File: src/rtl/uart_tx_fifo.sv
// UART 8N1 transmitter fed from a small circular-buffer byte FIFO.
// A frame starts on the edge after a byte is queued; consecutive frames run back to back.
//
// state | meaning
// IDLE  | line high, waiting for a queued byte
// START | start bit (0) on the line
// DATA  | data bits, LSB first
// STOP  | stop bit (1); pops the next byte on exit if one is queued
module uart_tx_fifo #(
    parameter int CLKS_PER_BIT = 434,
    parameter int FIFO_DEPTH   = 4
) (
    input  logic                          clock,
    input  logic                          reset,
    input  logic [7:0]                    data_in,
    input  logic                          data_valid,
    output logic                          data_ready,
    output logic                          tx,
    output logic                          tx_busy,
    output logic [$clog2(FIFO_DEPTH):0]   fifo_count
);

    localparam int PTR_W = $clog2(FIFO_DEPTH);
    localparam int CNT_W = PTR_W + 1;
    localparam logic [PTR_W-1:0] PTR_LAST = PTR_W'(FIFO_DEPTH - 1);
    localparam logic [CNT_W-1:0] CNT_FULL = CNT_W'(FIFO_DEPTH);
    localparam logic [15:0]      BIT_LAST = 16'(CLKS_PER_BIT - 1);

    localparam logic [1:0] IDLE  = 2'd0;
    localparam logic [1:0] START = 2'd1;
    localparam logic [1:0] DATA  = 2'd2;
    localparam logic [1:0] STOP  = 2'd3;

    logic [1:0]       state_q,   state_d;
    logic [15:0]      bit_cnt_q, bit_cnt_d;
    logic [2:0]       bit_idx_q, bit_idx_d;
    logic [7:0]       shift_q,   shift_d;
    logic             tx_q,      tx_d;
    logic [PTR_W-1:0] wr_ptr_q,  wr_ptr_d;
    logic [PTR_W-1:0] rd_ptr_q,  rd_ptr_d;
    logic [CNT_W-1:0] count_q,   count_d;
    logic [7:0]       mem_q [FIFO_DEPTH];
    logic [7:0]       mem_d [FIFO_DEPTH];

    logic push;
    logic pop;
    logic bit_done;

    always_comb begin
        // Full check uses the registered count, so a same-edge pop never frees a slot early.
        push     = data_valid && (count_q != CNT_FULL);
        bit_done = (bit_cnt_q == '0);
        pop      = (count_q != '0) &&
                   ((state_q == IDLE) || ((state_q == STOP) && bit_done));

        state_d   = state_q;
        bit_cnt_d = bit_cnt_q;
        bit_idx_d = bit_idx_q;
        shift_d   = shift_q;
        tx_d      = tx_q;

        case (state_q)
            IDLE: begin
                tx_d = 1'b1;
                if (pop) begin
                    shift_d   = mem_q[rd_ptr_q];
                    tx_d      = 1'b0;
                    bit_cnt_d = BIT_LAST;
                    state_d   = START;
                end
            end
            START: begin
                if (bit_done) begin
                    tx_d      = shift_q[0];
                    bit_idx_d = 3'd0;
                    bit_cnt_d = BIT_LAST;
                    state_d   = DATA;
                end else begin
                    bit_cnt_d = bit_cnt_q - 16'd1;
                end
            end
            DATA: begin
                if (bit_done) begin
                    bit_cnt_d = BIT_LAST;
                    if (bit_idx_q == 3'd7) begin
                        tx_d    = 1'b1;
                        state_d = STOP;
                    end else begin
                        bit_idx_d = bit_idx_q + 3'd1;
                        tx_d      = shift_q[bit_idx_q + 3'd1];
                    end
                end else begin
                    bit_cnt_d = bit_cnt_q - 16'd1;
                end
            end
            STOP: begin
                if (bit_done) begin
                    if (pop) begin
                        shift_d   = mem_q[rd_ptr_q];
                        tx_d      = 1'b0;
                        bit_cnt_d = BIT_LAST;
                        state_d   = START;
                    end else begin
                        tx_d    = 1'b1;
                        state_d = IDLE;
                    end
                end else begin
                    bit_cnt_d = bit_cnt_q - 16'd1;
                end
            end
            default: begin
                tx_d      = 1'b1;
                bit_cnt_d = '0;
                state_d   = IDLE;
            end
        endcase
    end

    always_comb begin
        mem_d    = mem_q;
        wr_ptr_d = wr_ptr_q;
        rd_ptr_d = rd_ptr_q;
        count_d  = count_q;

        if (push) begin
            mem_d[wr_ptr_q] = data_in;
            wr_ptr_d = (wr_ptr_q == PTR_LAST) ? '0 : wr_ptr_q + 1'b1;
        end
        if (pop) begin
            rd_ptr_d = (rd_ptr_q == PTR_LAST) ? '0 : rd_ptr_q + 1'b1;
        end

        case ({push, pop})
            2'b10:   count_d = count_q + 1'b1;
            2'b01:   count_d = count_q - 1'b1;
            default: count_d = count_q;
        endcase
    end

    always_ff @(posedge clock) begin
        if (reset) begin
            state_q   <= IDLE;
            bit_cnt_q <= '0;
            bit_idx_q <= '0;
            shift_q   <= '0;
            tx_q      <= 1'b1;
            wr_ptr_q  <= '0;
            rd_ptr_q  <= '0;
            count_q   <= '0;
        end else begin
            state_q   <= state_d;
            bit_cnt_q <= bit_cnt_d;
            bit_idx_q <= bit_idx_d;
            shift_q   <= shift_d;
            tx_q      <= tx_d;
            wr_ptr_q  <= wr_ptr_d;
            rd_ptr_q  <= rd_ptr_d;
            count_q   <= count_d;
        end
    end

    // Storage needs no reset: entries are only read after being written.
    always_ff @(posedge clock) begin
        mem_q <= mem_d;
    end

    assign tx         = tx_q;
    assign tx_busy    = (state_q != IDLE);
    assign fifo_count = count_q;
    assign data_ready = (count_q != CNT_FULL);

endmodule

File: config.mk
export PLATFORM = sky130hd
export DESIGN_NAME = uart_tx_fifo
export DESIGN_NICKNAME = d
export VERILOG_FILES = /design/src/rtl/uart_tx_fifo.sv
export SDC_FILE = /design/constraint.sdc
export NUM_CORES = 1
export LEC_CHECK = 0
export CAP_MARGIN = 15
export CORE_MARGIN = 5
export CORE_UTILIZATION = 55
export DETAILED_ROUTE_END_ITERATION = 16
export DONT_BUFFER_PORTS = 1
export GPL_TIMING_DRIVEN = 0
export PLACE_DENSITY = 0.71
export SETUP_SLACK_MARGIN = 0.4
export SKIP_LAST_GASP = 1
export SYNTH_ARGS = -nofsm -noshare
export SYNTH_HDL_FRONTEND = slang
export SYNTH_SLANG_ARGS = --single-unit
File: constraint.sdc
create_clock -name clock -period 2.9 [get_ports clock]
set_input_delay 0.435 -clock clock [delete_from_list [all_inputs] [get_ports clock]]
set_output_delay 0.435 -clock clock [all_outputs]
set_load 0.02 [all_outputs]
==> flow_summary_export.csv, run 1 <==
group,metric,value,unit
critical_path,crit_path_cell_chain,"inv_2, ha_4, nor4b_4, nand4_2, a21o_1, buf_6, inv_4, ha_4, inv_1, fa_2, xor2_1, or3_1, a21oi_2",
flow_run,max-cap-violations,0,
sta,period_needed,2.476,ns
floorplan,core_area,0.005851,mm2
global_route,overflow,0,
cts,max_root_sink_buffers,2,
sta,finalSetupViolations,0,
global_route,groute.layer.met3.usage,0.04825,
min_path,worstHoldPathType,"input port to register",
sta,maxClockFrequency,403.8,MHz
yosys,synth_seq_cells,69,
cts,clock-root-buffer,"clkbuf_8",
drt,drt-initial-drc-count,110,
floorplan,die_h,87.13,um
global_route,grt-busiest-layer,"met2",
final_layout,syn2layout_area_growth,14.65,%
place,gpl.final_weighted_congestion,0.8471,
global_route,first_pass_grt_wire_length,10990,um
place,port-buffer-count,0,
drt,detailroute.via_count,2300,
critical_path,worst_setup_path_type,"register to register",
yosys,synth_edf_count,32,
yosys,mappedNetlistNets,312,
global_route,pin_count_of_the_biggest_net_entering_global_routing,14,
place,numPlacedInstances,360,
yosys,synth_compound_gate_area_share,0.1143,
global_route,grt.met2_usage,0.3292,
critical_path,critPathRequiredTime,3.18,ns
yosys,asyncSetResetFlopFracSynth,0,
yosys,post_synth.cell_area_avg,11.48,um2
critical_path,critical_path.endpoint_type,"register",
yosys,synth_area_leaders,"edfxtp_1, dfxtp_1, mux4_2",
critical_path,critPathTopFamily,"simple AND/OR/NAND/NOR gates",
sta,clock_skew,0.006026,ns
global_route,grt_antenna_before_repair,0,
power_and_ir_drop,power_per_cell_area,1116,mW/mm2
drt,detail_route.first_pass.iterations,5,
sta,worst_hold_slack,0.1824,ns
floorplan,die_area,0.007592,mm2
sta,rsz_0062_raised_after_global_routing,"true",
floorplan,ioPinCount,17,
critical_path,critical_path.max_fanout,3,
final_layout,utilization_after_layout,0.6411,
place,hpwl,4503,um
floorplan,num_rows,28,
sta,drv_slew,0,
cts,htree_levels,3,
yosys,postSynthCellCount,285,
global_route,met1_usage,0.2182,
cts,tritoncts,"done",
yosys,synth-adder-area-share,0.06348,
status,run_status,"finished, final reports clean",
critical_path,cp_slowest_stage_delay,0.33,ns
cts,cts_sinks,69,
critical_path,worst_path_most_repeated_cell,"ha_4",
drt,wl_per_cell,16.64,um
drt,routed_wl,6389,um
yosys,yosys_cell_types,52,
global_route,grt.total_usage,0.1905,
power_and_ir_drop,worst_ir_drop_vdd,0.5623,mV
yosys,synth_area_leader_cell,"edfxtp_1",
global_route,number_of_global_route_vias_before_repair,2279,
critical_path,timing.critical_path.slowest_stage_cell,"dfxtp_2",
yosys,muxShareOfSynthArea,0.1033,
sta,tightest_slew,0.7541,ns
yosys,post_synth_xor_area_fraction,0.005354,
yosys,synth_top_family_by_area,"simple AND/OR/NAND/NOR gates",
cts,cts_buffers,9,
final_layout,non_filler_instance_count_after_layout,384,
sta,timing.final.crit_share,0.8539,
yosys,post_synth_and_or_nand_nor_area_fraction,0.1660,
critical_path,critical_path_buf_inv_count,4,
yosys,synthesis_warning_total,0,
cts,clk_pin_slew,0.08,ns
sta,hold_viol,0,
power_and_ir_drop,p_leak,1.453,nW
yosys,synth.cell_area,0.003272,mm2
floorplan,floorplan.initialDensity,0.5592,
critical_path,cp_data_arrival_time,2.75,ns
drt,vias_per_cell,5.990,
critical_path,critPathLaunchType,"register",
cts,clk-insertion-delay-late,0.34,ns
yosys,yosysTopAreaCellShare,0.2937,
sta,timing.max_slew.rel_slack,0.4973,
floorplan,floorplan.die.width,87.13,um
drt,detail-route-antenna-nets,0,
sta,setup-tns-final,0,ns
drt,drt_drc_violations_left,0,
final_layout,ratio_of_cells_with_drive_above_1_in_the_final_layout,0.1974,
final_layout,layout.nets,331,
yosys,synth_top_flop_cell,"dfxtp_1",
final_layout,antenna_cells,0,
yosys,sequential_element_share_of_the_synthesized_area,0.5201,
## cells by family (layout without fill, tap and decap cells)
family                   after synthesis  in the layout
multiplexers                          21             21
buffers and inverters                 23             47
AND/OR/NAND/NOR                       99             99
flip-flops                            69             69
XOR/XNOR                               2              2
adder cells (fa/ha/maj)               16             16
AO/OA/AOI/OAI                         55             55
## final timing paths
kind                                   start             to  slack, ns  cells past startpoint
worst max-delay path            bit_cnt_q[1]  fifo_count[2]       0.42                     13
worst min-delay path              data_in[2]      mem_q[10]       0.18                      0
worst max register to register  bit_cnt_q[1]  fifo_count[2]       0.42                     13
worst min register to register  bit_idx_q[1]   bit_idx_q[1]       0.46                      2
## power breakdown
group,total [mW],internal (mW),switching [mW]
combinational,1.87,0.822,1.04
sequential,1.45,1.23,0.224
clock,0.869,0.488,0.380
total,4.19,2.54,1.65
## state kept, by name, indices dropped and copies added (netlist names)
| signal | cells |
|---|---|
| state_q | 2 |
| bit_cnt_q | 16 |
| fifo_count | 3 |
| mem_q | 32 |
| rd_ptr_q | 2 |
| shift_q | 8 |
| wr_ptr_q | 2 |
| tx | 1 |
| bit_idx_q | 3 |
## Yosys cell counts (all sizes together) (7+ instances only)
master	n
or3	8
a21oi	21
nor2	20
mux2i	9
inv	16
mux4	10
nor3	11
nand3	7
nand2	26
dfxtp	37
edfxtp	32
and3	7
ha	15
o21ai	7
## per-stage QoR
step                setup WS [ns]  total power, mW  area, um2
global placement           0.2084            3.123       3406
CTS                        0.3577            4.117       3679
floorplan                  0.4192            2.814       3312
detailed placement         0.1550            3.173       3406
global route               0.2932            4.497       3751
finish                     0.4237            4.186       3751
## area by class of cell
type                       instances  area (um2)
clock buffer                       9       123.9
sequential                        69        1709
clock inverter                     7       98.84
multi-input combinational        193        1564
tap                               75       93.84
fill                             450        2100
timing repair buffer               8       60.06
buffer                             7       36.28
inverter                          16       65.06
## metal layers
metal | share of wire | up-vias
met5 | 0 | -
met2 | 0.52 | 33
met3 | 0.037 | 8
met4 | 0.018 | 0
li1 | - | 1112
met1 | 0.43 | 1147
## cells in the final DEF, fill, tap and decap left out, drive strengths merged, types with 2 or more instances in the layout
cell / n
mux2: 2
clkbuf: 11
inv: 17
or3: 8
nor2b: 2
xor2: 2
a31oi: 5
a21o: 3
mux2i: 9
nor4: 4
ha: 15
nand2: 26
bufinv: 2
clkinv: 4
nand3: 7
dfxtp: 37
buf: 13
o22ai: 2
nor3: 11
a21oi: 21
nor4b: 2
o21ai: 7
nand4: 5
mux4: 10
edfxtp: 32
nand2b: 2
nor2: 20
o211a: 5
a22oi: 3
and2: 2
and3: 7
## repair_timing
action | in CTS | in global routing
hold buffers | 0 | 0
endpoints found under the setup margin | 2 | 2
setup buffers | 4 | 4
gates resized for setup | 8 | 7
pin swaps | 3 | 3
hold endpoints to repair | 0 | 0
Note: power is estimated with default switching activity, not from simulation.
==> inputs of run 2 (changes only) <==
--- a/config.mk
+++ b/config.mk
@@ -11,7 +11,7 @@
 export DETAILED_ROUTE_END_ITERATION = 16
 export DONT_BUFFER_PORTS = 1
 export GPL_TIMING_DRIVEN = 0
-export PLACE_DENSITY = 0.71
+export PLACE_DENSITY = 0.68
 export SETUP_SLACK_MARGIN = 0.4
 export SKIP_LAST_GASP = 1
 export SYNTH_ARGS = -nofsm -noshare
==> constraint.sdc (replaced) <==
create_clock -name clock -period 3.1 [get_ports clock]
set_input_delay 0.465 -clock clock [delete_from_list [all_inputs] [get_ports clock]]
set_output_delay 0.465 -clock clock [all_outputs]
set_load 0.02 [all_outputs]
==> run 2 against run 1 <==
Sequential share of layout area rose by 0.21 points. Combinational power decreased by 6%. Non-clock buffer count fell by 1. Utilization shrank 0.11 points. Clock skew rose by 0.0041 ns. Critical endpoint unchanged. Largest power group unchanged.
==> flow_summary_export.csv, run 2 (same netlist as run 1, synthesis figures left out) <==
group,metric,value,unit
drt,detailroute.via_count,2259,
cts,max_root_sink_buffers,2,
cts,clk_pin_slew,0.08,ns
status,run_status,"finished, final reports clean",
global_route,grt.total_usage,0.1821,
critical_path,critPathLaunchType,"register",
final_layout,antenna_cells,0,
power_and_ir_drop,power_per_cell_area,1054,mW/mm2
critical_path,critical_path.max_fanout,5,
drt,detail_route.first_pass.iterations,4,
global_route,first_pass_grt_wire_length,10450,um
cts,cts_sinks,69,
place,post_dp_area,0.003372,mm2
floorplan,die_area,0.007592,mm2
final_layout,non_filler_instance_count_after_layout,383,
final_layout,mostFrequentLayoutCells,"dfxtp_1, edfxtp_1, nand2_1",
place,hpwl,4581,um
drt,vias_per_cell,5.898,
cts,clk-insertion-delay-late,0.36,ns
global_route,pin_count_of_the_biggest_net_entering_global_routing,14,
cts,tritoncts,"done",
drt,routed_wl,6528,um
power_and_ir_drop,worst_ir_drop_vdd,0.6499,mV
floorplan,core_area,0.005851,mm2
global_route,number_of_global_route_vias_before_repair,2183,
flow_run,max-cap-violations,0,
global_route,grt_antenna_before_repair,0,
sta,timing.final.crit_share,0.8388,
final_layout,layout.nets,330,
global_route,overflow,0,
floorplan,floorplan.die.width,87.13,um
final_layout,largest_reg_flops,32,
place,gpl.final_weighted_congestion,0.8265,
final_layout,design_area,0.003745,mm2
drt,drt_drc_violations_left,0,
place,numPlacedInstances,360,
floorplan,floorplan.initialDensity,0.5592,
final_layout,reg_top3,"mem_q (32), bit_cnt_q (16), shift_q (8)",
cts,hold_buffers,0,
floorplan,ioPinCount,17,
sta,hold_viol,0,
critical_path,critPathRequiredTime,3.39,ns
sta,rsz_0062_raised_after_global_routing,"false",
sta,clock_skew,0.01016,ns
sta,tightest_slew,0.7565,ns
place,port-buffer-count,0,
min_path,whs_path_depth,0,
sta,finalSetupViolations,0,
critical_path,critical_path.endpoint_type,"register",
final_layout,layout.cells.most_common,"dfxtp_1",
final_layout,largest-register,"mem_q",
cts,clock-root-buffer,"clkbuf_8",
sta,setup-tns-final,0,ns
final_layout,syn2layout_area_growth,14.46,%
critical_path,worst_setup_path_type,"register to register",
min_path,worstHoldPathType,"input port to register",
drt,drt-initial-drc-count,165,
critical_path,cp_data_arrival_time,2.89,ns
sta,worst_hold_slack,0.2030,ns
cts,cts_buffers,9,
sta,period_needed,2.600,ns
sta,maxClockFrequency,384.6,MHz
final_layout,ratio_of_cells_with_drive_above_1_in_the_final_layout,0.1948,
cts,htree_levels,3,
floorplan,die_h,87.13,um
sta,drv_slew,0,
floorplan,num_rows,28,
sta,timing.max_slew.rel_slack,0.4957,
drt,wl_per_cell,17.04,um
drt,detail-route-antenna-nets,0,
critical_path,ff2ff_path_depth,13,
power_and_ir_drop,p_leak,1.451,nW
## run 2: cell count changes in the layout (fill, tap and decap cells not counted)
| cell | before | now |
|---|---|---|
| inv_6 | 1 | 3 |
| buf_4 | 8 | 7 |
| clkinv_4 | 3 | 0 |
| clkinv_2 | 0 | 1 |
| dfxtp_4 | 1 | 3 |
| dfxtp_2 | 3 | 1 |
## run 2: per-layer routing
| layer | up-vias | GRT usage | share of wire |
|---|---|---|---|
| met1 | 1091 | 0.2275 | 0.45 |
| met4 | 0 | 0.09623 | 0.024 |
| met5 | - | 0 | 0 |
| met2 | 38 | 0.2947 | 0.49 |
| li1 | 1116 | - | - |
| met3 | 14 | 0.04068 | 0.035 |
## run 2: area by class of cell
cell class,instances,area [um2]
buffer,7,36.28
clock buffer,9,123.9
multi-input combinational,193,1564
clock inverter,7,95.09
inverter,16,65.06
sequential,69,1714
timing repair buffer,7,52.55
tap,75,93.84
fill,477,2106
## run 2: stage by stage
stage / power [mW] / setup WS (ns) / utilization
global placement: 2.873 / 0.2451 / 0.5763
CTS: 3.809 / 0.4042 / 0.6215
floorplan: 2.584 / 0.4736 / -
finish: 3.949 / 0.4997 / 0.6401
detailed placement: 2.931 / 0.1582 / 0.5763
global route: 4.233 / 0.4151 / 0.6401
## run 2: path summary, 6_finish.rpt
kind	end	slack [ns]	start
worst max-delay path	fifo_count[2]	0.50	bit_cnt_q[0]
worst min-delay path	mem_q[13]	0.20	data_in[5]
worst max register to register	fifo_count[2]	0.50	bit_cnt_q[0]
worst min register to register	bit_idx_q[1]	0.46	bit_idx_q[1]
## run 2: what timing repair did
| action | 4_1_cts | 5_1_grt |
|---|---|---|
| buffers inserted | 1 | 6 |
| resized for setup | 12 | 14 |
| pin swaps | 3 | 5 |
| endpoints found under the setup margin | 2 | 1 |
## run 2: power breakdown
group	switching [mW]	total, mW	internal [mW]
Sequential	0.213	1.36	1.15
Clock	0.368	0.825	0.457
Combinational	0.983	1.76	0.778
Total	1.56	3.95	2.39
## run 2: critical path, cell delays in order (launching register included)
cell and delay, ns:
dfxtp_4 0.37, inv_4 0.06, ha_4 0.12, nor4b_4 0.22, nand4_2 0.15, a21o_1 0.23
buf_6 0.13, inv_2 0.07, ha_4 0.13, inv_1 0.05, fa_2 0.33, xor2_1 0.16
or3_1 0.39, a21oi_2 0.14
